`src/rtl/axis_route4.sv`:
```
// rtl/axis_route4.sv - 1-to-4 AXI-Stream packet router with per-output 2-entry skid buffers
// Route is taken from the head flit and held until TLAST when TLAST_ARB=1.
module axis_route4 #(
   parameter int DATA_WIDTH = 8,
   parameter int DEST_LSB   = 0,
   parameter bit TLAST_ARB  = 1'b1
) (
   input  logic                  clk,
   input  logic                  rst,
   input  logic [DATA_WIDTH-1:0] s_TDATA,
   input  logic                  s_TVALID,
   output logic                  s_TREADY,
   input  logic                  s_TLAST,
   output logic [DATA_WIDTH-1:0] o0_TDATA,
   output logic                  o0_TVALID,
   input  logic                  o0_TREADY,
   output logic                  o0_TLAST,
   output logic [DATA_WIDTH-1:0] o1_TDATA,
   output logic                  o1_TVALID,
   input  logic                  o1_TREADY,
   output logic                  o1_TLAST,
   output logic [DATA_WIDTH-1:0] o2_TDATA,
   output logic                  o2_TVALID,
   input  logic                  o2_TREADY,
   output logic                  o2_TLAST,
   output logic [DATA_WIDTH-1:0] o3_TDATA,
   output logic                  o3_TVALID,
   input  logic                  o3_TREADY,
   output logic                  o3_TLAST,
   output logic                  locked,
   output logic [1:0]            cur_dest
);

   typedef enum logic {ST_IDLE, ST_LOCKED} state_t;

   state_t                r_state;
   state_t                w_state_nxt;
   logic [1:0]            r_cur_dest;
   logic [1:0]            w_cur_dest_nxt;
   logic [1:0]            w_sel;
   logic                  w_accept;
   logic [3:0]            w_out_ready;
   logic [3:0]            w_wr;
   logic [3:0]            w_rd;
   logic [3:0]            w_idx;
   logic [DATA_WIDTH-1:0] r_data [4][2];
   logic                  r_last [4][2];
   logic [1:0]            r_cnt  [4];

   assign w_out_ready = {o3_TREADY, o2_TREADY, o1_TREADY, o0_TREADY};
   assign w_sel       = (r_state == ST_IDLE || !TLAST_ARB) ? s_TDATA[DEST_LSB +: 2] : r_cur_dest;
   assign s_TREADY    = rst & (r_cnt[w_sel] < 2'd2);
   assign w_accept    = s_TVALID & s_TREADY;

   always_ff @(posedge clk or negedge rst) begin
      if (!rst) begin
         r_state    <= ST_IDLE;
         r_cur_dest <= 2'd0;
      end else begin
         r_state    <= w_state_nxt;
         r_cur_dest <= w_cur_dest_nxt;
      end
   end

   always_comb begin
      w_state_nxt    = r_state;
      w_cur_dest_nxt = r_cur_dest;
      if (w_accept && TLAST_ARB) begin
         if (r_state == ST_IDLE && !s_TLAST) begin
            w_state_nxt    = ST_LOCKED;
            w_cur_dest_nxt = w_sel;
         end else if (r_state == ST_LOCKED && s_TLAST) begin
            w_state_nxt    = ST_IDLE;
            w_cur_dest_nxt = 2'd0;
         end
      end
   end

   // Slot 0 is always the head; a read shifts slot 1 down, so the write lands at cnt-rd.
   always_comb begin
      w_wr  = '0;
      w_rd  = '0;
      w_idx = '0;
      for (int n = 0; n < 4; n++) begin
         w_wr[n]  = w_accept && (w_sel == 2'(n));
         w_rd[n]  = (r_cnt[n] != 2'd0) && w_out_ready[n];
         w_idx[n] = (r_cnt[n] - 2'(w_rd[n])) != 2'd0;
      end
   end

   always_ff @(posedge clk or negedge rst) begin
      if (!rst) begin
         for (int n = 0; n < 4; n++) begin
            r_cnt[n]     <= 2'd0;
            r_data[n][0] <= '0;
            r_data[n][1] <= '0;
            r_last[n][0] <= 1'b0;
            r_last[n][1] <= 1'b0;
         end
      end else begin
         for (int n = 0; n < 4; n++) begin
            if (w_rd[n]) begin
               r_data[n][0] <= r_data[n][1];
               r_last[n][0] <= r_last[n][1];
            end
            if (w_wr[n]) begin
               if (w_idx[n]) begin
                  r_data[n][1] <= s_TDATA;
                  r_last[n][1] <= s_TLAST;
               end else begin
                  r_data[n][0] <= s_TDATA;
                  r_last[n][0] <= s_TLAST;
               end
            end
            r_cnt[n] <= r_cnt[n] + 2'(w_wr[n]) - 2'(w_rd[n]);
         end
      end
   end

   assign o0_TDATA  = r_data[0][0];
   assign o0_TLAST  = r_last[0][0];
   assign o0_TVALID = r_cnt[0] != 2'd0;
   assign o1_TDATA  = r_data[1][0];
   assign o1_TLAST  = r_last[1][0];
   assign o1_TVALID = r_cnt[1] != 2'd0;
   assign o2_TDATA  = r_data[2][0];
   assign o2_TLAST  = r_last[2][0];
   assign o2_TVALID = r_cnt[2] != 2'd0;
   assign o3_TDATA  = r_data[3][0];
   assign o3_TLAST  = r_last[3][0];
   assign o3_TVALID = r_cnt[3] != 2'd0;

   assign locked    = r_state == ST_LOCKED;
   assign cur_dest  = r_cur_dest;

endmodule

```
`config.mk`:
```
export PLATFORM = sky130hd
export DESIGN_NAME = axis_route4
export DESIGN_NICKNAME = d
export VERILOG_FILES = /design/src/rtl/axis_route4.sv
export SDC_FILE = /design/constraint.sdc
export NUM_CORES = 1
export LEC_CHECK = 0
export ABC_AREA = 1
export CORE_MARGIN = 2
export CORE_UTILIZATION = 45
export CTS_CLUSTER_DIAMETER = 50
export DETAILED_ROUTE_END_ITERATION = 6
export GPL_TIMING_DRIVEN = 1
export PLACE_DENSITY = 0.67
export RECOVER_POWER = 50
export SLEW_MARGIN = 20
export SYNTH_ARGS = -nofsm -noshare
export SYNTH_HDL_FRONTEND = slang
export SYNTH_SLANG_ARGS = --single-unit
```
`constraint.sdc`:
```
create_clock -name clk -period 2.5 [get_ports clk]
set_input_delay 0.5 -clock clk [delete_from_list [all_inputs] [get_ports clk]]
set_output_delay 0.5 -clock clk [all_outputs]
set_load 0.01 [all_outputs]
```
# == Word-level counts from Yosys, hierarchy flattened ==
# Cells that the tools add are included.
# classes
add_sub_neg,12
n_lt_le_gt_ge,2
n_eq_ne,3
n_mux,40
bitwise_logic,4
n_reduce_logical,26
# ops
op,n
two-way mux 8 bit,12
two-way mux 16 bit,4
two-way mux 2 bit,9
nonzero test 2 bit,9
subtractor 2 x 1 -> 2 bit,8
two-way mux 1 bit,14
logical AND 1 bit,10
AND reduction 2 bit,5
adder 2 x 1 -> 2 bit,4
binary-select mux 2 bit (select 2 bit),1
equality test 2 bit (second input constant),2
greater-or-equal comparator 3 bit (second input constant),1
inverter 2 -> 3 bit,1
AND 1 bit,2
equality test 2 x 1 -> 1 bit (second input constant),1
zero test 2 bit,1
less-than comparator 2 bit (second input constant),1
zero test 1 bit,1
inverter 1 bit,1
# totals
regBits,83
inputBits,16

# == Logic depth before layout (Yosys ltp) ==
# Gate-level depths: netlist of run 1.
# depth
depth_word,11
depth_mapped,11

# == Least setup slack after synthesis of run 1 ==
# No wires, ideal clock.
# synth_path
kind,register to register
from,reg r_cnt[1] in the netlist's numbering
to,"reg r_data, in the netlist o3_TDATA[5]"
setup_time_ps,116
t_arrival_ps,2218
slack_ps,166
path_stages_with_launch,11
path_buffers,1
period_less_slack_ps,2334
path_cell_list,dfrtp_1 -> inv_1 -> nand2_1 -> nand2_1 -> clkinv_1 -> ha_1 -> nand2_1 -> clkbuf_1 -> mux2_2 -> nand2_1 -> nand2_1
# synth_between
elab_cells_between_ends,14
classes_between,add/sub (1); order compare (1); mux (6); bitwise (2); reduce/logical (4)
# synth_rtl
item,line,source
from (decl),48,logic [1:0] r_cnt [4];
"from (signal, indexed assignment)",115,r_cnt[n] <= r_cnt[n] + 2'(w_wr[n]) - 2'(w_rd[n]);
nonzero test 2 bit (*),n/a,
net o3_TVALID,27,"output logic o3_TVALID,"
logical AND 1 bit (*),86,w_rd[n] = (r_cnt[n] != 2'd0) && w_out_ready[n];
subtractor 2 x 1 -> 2 bit,87,w_idx[n] = (r_cnt[n] - 2'(w_rd[n])) != 2'd0;
nonzero test 2 bit,87,
two-way mux 8 bit,107,if (w_idx[n]) begin
two-way mux 16 bit (*),106,if (w_wr[n]) begin
"to (signal, indexed assignment)",103,r_data[n][0] <= r_data[n][1];
"to (signal, indexed assignment)",108,r_data[n][1] <= s_TDATA;
"to (signal, indexed assignment)",111,r_data[n][0] <= s_TDATA;
to (decl),46,logic [DATA_WIDTH-1:0] r_data [4][2];
# The timed path passes the listed nets; every way through them passes the cells marked *. The select of a mux whose other input is x is not followed.
# A chain may end at the register's enable or synchronous reset.

# == Worst setup path after layout of run 1 ==
# layout_path
from,in s_TDATA[1]
to,out s_TREADY
# layout_between
elab_chain_len,7
# layout_rtl
item,line,source
from (decl),10,"input logic [DATA_WIDTH-1:0] s_TDATA,"
two-way mux 2 bit,51,assign w_sel = (r_state == ST_IDLE || !TLAST_ARB) ? s_TDATA[DEST_LSB +: 2] : r_cur_dest;
inverter 2 -> 3 bit (not written as such),52,assign s_TREADY = rst & (r_cnt[w_sel] < 2'd2);
binary-select mux 2 bit (select 2 bit),52,
two-way mux 2 bit (not written as such) (2 in a row),52,
less-than comparator 2 bit,52,
AND 1 bit,52,
to (decl),12,"output logic s_TREADY,"
# No other way between the ends. The select of a mux whose other input is x is not followed.

==> results.sh, run 1 <==
export IMPL_cts_root_buf="clkbuf_8"
export IMPL_yosysTopAreaCell="dfrtp_1"
export IMPL_htreeDepth=3
export IMPL_final_seq_area_sq_um=2080
export IMPL_final_util_pct=54.4
export IMPL_period_share_pct=94.6
export IMPL_wl_per_cell_microns=14.7
export IMPL_cts_resized=1
export IMPL_syn_num_nets=632
export IMPL_insertion_delay_ns=0.37
export IMPL_hp_class="input port to asynchronous set/reset pin"
export IMPL_start_kind="input port"
export IMPL_report_final_slew_viol_count=0
export IMPL_globalplace_congestion=0.910
export IMPL_fin_nets=680
export IMPL_drc=0
export IMPL_outcome="finished with violations"
export IMPL_place_area_sq_um=5330
export IMPL_num_vias=4121
export IMPL_dieArea_sq_um=11100
export IMPL_track_usage_pct=22.2
export IMPL_fin_skew_ns=0.0185
export IMPL_setup_violations=0
export IMPL_crit_slowest_cell="clkdlybuf4s50_1"
export IMPL_p_leak_nw=2.97
export IMPL_path_depth=7
export IMPL_initial_core_util_pct=45.6
export IMPL_drt_antenna_violating_nets=0
export IMPL_synth_top_cells_by_area="dfrtp_1, nand2_1, buf_4, nand4_1, mux2i_1"
export IMPL_synth_top_cell_area_share_pct=44.7
export IMPL_clk_pin_slew_ns=0.09
export IMPL_post_cts_buffers=0
export IMPL_multi_input_area_sq_um=2090
export IMPL_peakVddDrop_uv=406
export IMPL_hold_viol=0
export IMPL_ys_warn_count=0
export IMPL_timing_slew_headroom_pct=0.410
export IMPL_grt_pass1_wl_mm=19.5
export IMPL_overflow=0
export IMPL_final_area_sq_um=5540
export IMPL_core_area_sq_um=10200
export IMPL_end_kind="output pin"
export IMPL_cap_violations=1
export IMPL_syn_area_sq_um=4640
export IMPL_fin_tns_setup_ns=0
export IMPL_synth_avg_cell_area_sq_um=7.60
export IMPL_drt_iter0_drc=196
export IMPL_critical_path_buf_inv_count=3
export IMPL_clk_path_buf_depth=2
export IMPL_cp_cell_sequence="clkdlybuf4s50_1 -> inv_2 -> o21ai_0 -> nand3_1 -> nand3_1 -> nor2_4 -> dlygate4sd2_1"
export IMPL_worstPathArrival_ns=1.86
export IMPL_avgViaCountPerCell=5.15
export IMPL_ys_ff_latch=83
export IMPL_cts_tree="yes"
export IMPL_wl_mm=11.8
export IMPL_grt_pass1_vias=3877
export IMPL_drtPass1Iterations=5
export IMPL_clock_fmax_ghz=0.423
export IMPL_area_delta_synth_final_pct=19.2
export IMPL_failed_checks="capacitance limit"
export IMPL_drive_gt1_share_pct=11.0
export IMPL_dp_hpwl_mm=8.01
export IMPL_die_y_microns=106
export IMPL_antenna_found_initial=0
export IMPL_postCtsHoldBufs=0
export IMPL_fin_crit_ns=2.36
export IMPL_critical_path_top_delay_family="buffers and inverters"
export IMPL_tightestPinTransition_ns=1.49
export IMPL_cp_max_fo=4
export IMPL_cpPeakStageDelay_ns=0.53
export IMPL_ff2ff_path_depth=9
export IMPL_synth_cell_types=25
export IMPL_ys_seq_area_share_pct=44.7
export IMPL_die_w_microns=106
export IMPL_rows=37
export IMPL_cts_buffers=9
export IMPL_grt_start_max_net_pins=60
export IMPL_io_pins=60
export IMPL_cts_sinks=83
export IMPL_nFillCells=947
export IMPL_worstPathRequired_ns=2.00
export IMPL_portBuffers=59
export IMPL_cp_common_cell="nand3_1"
export IMPL_worstSetupPathType="input port to output pin"
export IMPL_n_antenna_cell=0
export IMPL_rsz0062_at_grt="no"
export IMPL_pwr_density_cell_nw_per_um2=1240
export IMPL_syn_inst=611
export IMPL_p_total_w=0.00687
area by class of cell:
| type | count | share of cell area [%] |
|---|---|---|
| Multi-Input combinational cell | 438 | 37.7 |
| Sequential cell | 83 | 37.5 |
| Timing Repair Buffer | 97 | 15.9 |
| Tap cell | 136 | 3.07 |
| Clock buffer | 11 | 2.73 |
| Inverter | 30 | 2.03 |
| Clock inverter | 5 | 1.11 |
layer usage:
metal  GRT usage [%]  routed length, microns  vias to the layer above
li1                -                       -                     2050
met1            31.7                    5630                     1959
met2            34.5                    5470                      102
met3            4.95                     550                       10
met4            5.64                     134                        0
met5               0                       0                        -
flip-flops by register name (all words and copies together) (netlist names):
| name | count |
|---|---|
| r_data | 32 |
| o0_TDATA | 8 |
| o1_TDATA | 8 |
| o2_TDATA | 8 |
| o3_TDATA | 8 |
| r_cnt | 8 |
| r_last | 4 |
| cur_dest | 2 |
| locked | 1 |
| o0_TLAST | 1 |
| o1_TLAST | 1 |
| o2_TLAST | 1 |
| o3_TLAST | 1 |
layout by cell type (no fill, tap or decap), drive strengths merged:
cell type and instances:
nor2 18, inv 26, ha 5, buf 37
dlygate4sd3 22, clkdlybuf4s50 35, nand3b 1, mux2i 15
mux2 5, nand4 44, dlygate4sd2 1, nand2 285
a21oi 12, nor3 1, clkbuf 13, nand3 10
dfrtp 83, xor2 4, clkinv 8, o21ai 38
bufinv 1
kinds of logic after synthesis:
group	share of synthesized area, %
AO/OA/AOI/OAI	5.39
XOR/XNOR	0.754
adder cells (fa/ha/maj)	1.35
buffers and inverters	10.4
flip-flops	44.7
multiplexers	4.44
AND/OR/NAND/NOR	33.0
worst paths after layout:
check	from	end	slack, ns
setup / recovery	s_TDATA[1]	s_TREADY	0.14
hold / removal	rst	o1_TLAST$_DFF_PN0_	0.21
setup reg to reg	r_cnt[1]$_DFF_PN0_	o3_TDATA[5]$_DFF_PN0_	0.51
hold reg to reg	r_data[39]$_DFFE_PN0P_	r_data[39]$_DFFE_PN0P_	0.48
max in group asynchronous	rst	r_data[3]$_DFFE_PN0P_	0.53
min in group clk	r_data[39]$_DFFE_PN0P_	r_data[39]$_DFFE_PN0P_	0.48
cells in the mapped netlist:
cell type / count
nand2_1: 283
dfrtp_1: 83
nand4_1: 40
buf_4: 36
o21ai_1: 30
inv_1: 23
mux2i_1: 15
nor2_1: 14
clkbuf_1: 13
a21oi_1: 12
nand3_1: 10
o21ai_0: 8
buf_2: 7
ha_1: 5
mux2_2: 5
buf_1: 4
clkinv_1: 4
nand4_2: 4
xor2_1: 4
inv_2: 3
nor2_2: 3
nand2_2: 2
nand3b_1: 1
nor2_4: 1
nor3_4: 1
worst reg2reg max path, delay by kind of cell, from the launching register on:
kind | cells | cell delay, ns
simple gates | 5 | 0.54
flops | 1 | 0.45
mux | 1 | 0.37
fa+ha+maj | 1 | 0.31
buf+inv | 2 | 0.19
where the power goes:
| part | total, W | internal [W] | switching [W] |
|---|---|---|---|
| logic | 0.00357 | 0.00153 | 0.00204 |
| registers | 0.00225 | 0.00190 | 0.000345 |
| clock network | 0.00105 | 0.000520 | 0.000529 |
through the flow:
stage | hold slack, ns | cells | setup WS [ns]
final | 0.212 | 800 | 0.136
after global placement | 0.463 | 784 | -0.0996
after global routing | 0.236 | 800 | 0.0253
after detailed placement | 0.466 | 784 | -0.121
after CTS | 0.144 | 800 | 0.134
after floorplan | 0.204 | 611 | 0.166
No activity file was read; power rests on OpenSTA's default activity.
==> run 2, diff against run 1 <==
--- a/config.mk
+++ b/config.mk
@@ -11,6 +11,7 @@
 export CTS_CLUSTER_DIAMETER = 50
 export DETAILED_ROUTE_END_ITERATION = 6
 export GPL_TIMING_DRIVEN = 1
+export MAX_ROUTING_LAYER = met4
 export PLACE_DENSITY = 0.67
 export RECOVER_POWER = 50
 export SLEW_MARGIN = 20
==> run 2 against run 1 <==
  * The flow still finishes with violations (capacitance limit)
  * Largest cell class unchanged
  * Via count shrank 0.51%
  * Wire length rose by 0.25%
  * Total power about the same
  * Clock power fell by 6%
  * Highest routed layer unchanged
  * Global-route usage rose by 1.2 points
  * Register-to-register slack got worse by 0.06 ns
  * Final cell count up 0.50%
  * Count of clock-buffer cells in the layout rose by 3
  * Worst setup slack worse by 0.017 ns
  * Critical endpoint unchanged
  * Design area shrank 0.20%
  * Sequential share of layout area grew 0.076 points
==> results.sh, run 2 (same netlist as run 1, synthesis figures left out) <==
export IMPL_core_area_sq_um=10200
export IMPL_pwr_share_seq_pct=32.7
export IMPL_io_pins=60
export IMPL_nFillCells=960
export IMPL_cp_max_fo=4
export IMPL_met2_wirelength_mm=5.52
export IMPL_p_leak_nw=2.96
export IMPL_clock_fmax_ghz=0.420
export IMPL_num_vias=4100
export IMPL_clk_pin_slew_ns=0.08
export IMPL_failed_checks="capacitance limit"
export IMPL_drtPass1Iterations=5
export IMPL_wl_per_cell_microns=14.7
export IMPL_timing_slew_headroom_pct=0.749
export IMPL_power_frac_clock_pct=14.4
export IMPL_portBuffers=59
export IMPL_rsz0062_at_grt="no"
export IMPL_cts_sinks=83
export IMPL_layout_commonest_cell="nand2_1"
export IMPL_drc=0
export IMPL_grt_start_max_net_pins=60
export IMPL_worstPathRequired_ns=2.00
export IMPL_avgViaCountPerCell=5.10
export IMPL_die_y_microns=106
export IMPL_p_comb_share_pct=52.8
export IMPL_setup_violations=0
export IMPL_area_delta_synth_final_pct=19.0
export IMPL_htreeDepth=3
export IMPL_largest_register_ffs=32
export IMPL_cts_root_buf="clkbuf_8"
export IMPL_drt_met1_wl_mm=5.48
export IMPL_holdWs_ns=0.486
export IMPL_dieArea_sq_um=11100
export IMPL_antenna_found_initial=0
export IMPL_peakVddDrop_uv=456
export IMPL_outcome="finished with violations"
export IMPL_rows=37
export IMPL_pwr_density_cell_nw_per_um2=1240
export IMPL_drt_antenna_violating_nets=0
export IMPL_cap_violations=1
export IMPL_insertion_delay_ns=0.37
export IMPL_worstPathArrival_ns=1.88
export IMPL_grt_pass1_wl_mm=19.7
export IMPL_hp_class="register to register"
export IMPL_drive_gt1_share_pct=10.8
export IMPL_initial_core_util_pct=45.6
export IMPL_postCtsHoldBufs=0
export IMPL_clk_path_buf_depth=2
export IMPL_wl_mm=11.8
export IMPL_start_kind="input port"
export IMPL_final_util_pct=54.3
export IMPL_n_antenna_cell=0
export IMPL_largest_register="r_data"
export IMPL_overflow=0
export IMPL_report_final_slew_viol_count=0
export IMPL_p_int_w=0.00397
export IMPL_switching_share_pct=42.2
export IMPL_switching_power_w=0.00290
export IMPL_cts_buffers=9
export IMPL_maxUsedRoutingLayer="met4"
export IMPL_end_kind="output pin"
export IMPL_multi_input_area_sq_um=2090
export IMPL_tightestPinTransition_ns=1.49
export IMPL_drt_iter0_drc=214
export IMPL_post_cts_buffers=0
export IMPL_final_seq_area_sq_um=2080
export IMPL_period_share_pct=95.3
export IMPL_die_w_microns=106
export IMPL_p_total_w=0.00687
export IMPL_track_usage_pct=23.4
export IMPL_grt_pass1_vias=3944
export IMPL_fin_nets=684
export IMPL_fin_skew_ns=0.00589
export IMPL_globalplace_congestion=0.866
export IMPL_hold_viol=0
export IMPL_dp_hpwl_mm=8.17
export IMPL_final_cell_mix="nand2_1, dfrtp_1, nand4_1, buf_4, clkdlybuf4s50_1"
export IMPL_cts_tree="yes"
export IMPL_fin_crit_ns=2.38
export IMPL_worstSetupPathType="input port to output pin"
export IMPL_route_met3_wl_microns=604
[run 2: layout make-up]
class | instances | share of cell area (%)
sequential | 83 | 37.6
timing repair buffer | 101 | 16.1
tap | 136 | 3.08
inverter | 30 | 2.04
clock buffer | 14 | 2.76
multi-input combinational | 438 | 37.7
clock inverter | 2 | 0.634
[run 2: power groups by stage]
stage / clock network (W) / registers, W / logic [W]
after floorplan: 0 / 0.00219 / 0.00257
after global placement: 0 / 0.00227 / 0.00356
after detailed placement: 0 / 0.00227 / 0.00367
after CTS: 0.00100 / 0.00225 / 0.00369
after global routing: 0.00107 / 0.00232 / 0.00407
final: 0.000992 / 0.00225 / 0.00363
[run 2: what timing repair did]
item | 4_1_cts | 5_1_grt
endpoints found under the setup margin | 1 | 1
pin swaps | 0 | 0
cloned | 0 | 0
gates resized for setup | 1 | 1
endpoints found under the hold margin | 0 | 0
[run 2: through the flow]
step	setup TNS (ns)	worst slack, ns	area (sq um)	instances
detailed placement	-0.135	-0.135	5350	788
finish	0	0.119	5530	804
global route	0	0.0517	5530	804
floorplan	0	0.166	4640	611
global placement	-0.103	-0.103	5350	788
CTS	0	0.107	5540	804
[run 2: path summary, 6_finish.rpt]
path | start | cells past startpoint | slack [ns] | end
max | s_TDATA[1] | 9 | 0.12 | s_TREADY
min | r_data[54]$_DFFE_PN0P_ | 2 | 0.49 | r_data[54]$_DFFE_PN0P_
max reg2reg | locked$_DFFE_PN0P_ | 12 | 0.45 | r_data[18]$_DFFE_PN0P_
min reg2reg | r_data[54]$_DFFE_PN0P_ | 2 | 0.49 | r_data[54]$_DFFE_PN0P_
max in group asynchronous | rst | 2 | 0.83 | r_data[5]$_DFFE_PN0P_
min in group asynchronous | rst | 2 | 0.64 | o1_TDATA[0]$_DFF_PN0_
[run 2: critical path: stages]
cell and delay [ns]:
clkdlybuf4s50_1 0.52, inv_2 0.07, nand2_1 0.06, nand2_1 0.11, nor2_2 0.12, nand2_1 0.06, nand2_1 0.10, nor2_4 0.05
dlygate4sd2_1 0.28
[run 2: metal layers]
layer  track usage (%)  vias to the layer above
met2              35.2                      118
met5                 -                        -
met3              5.13                       16
li1                  -                     2052
met4              7.42                        0
met1              31.8                     1914
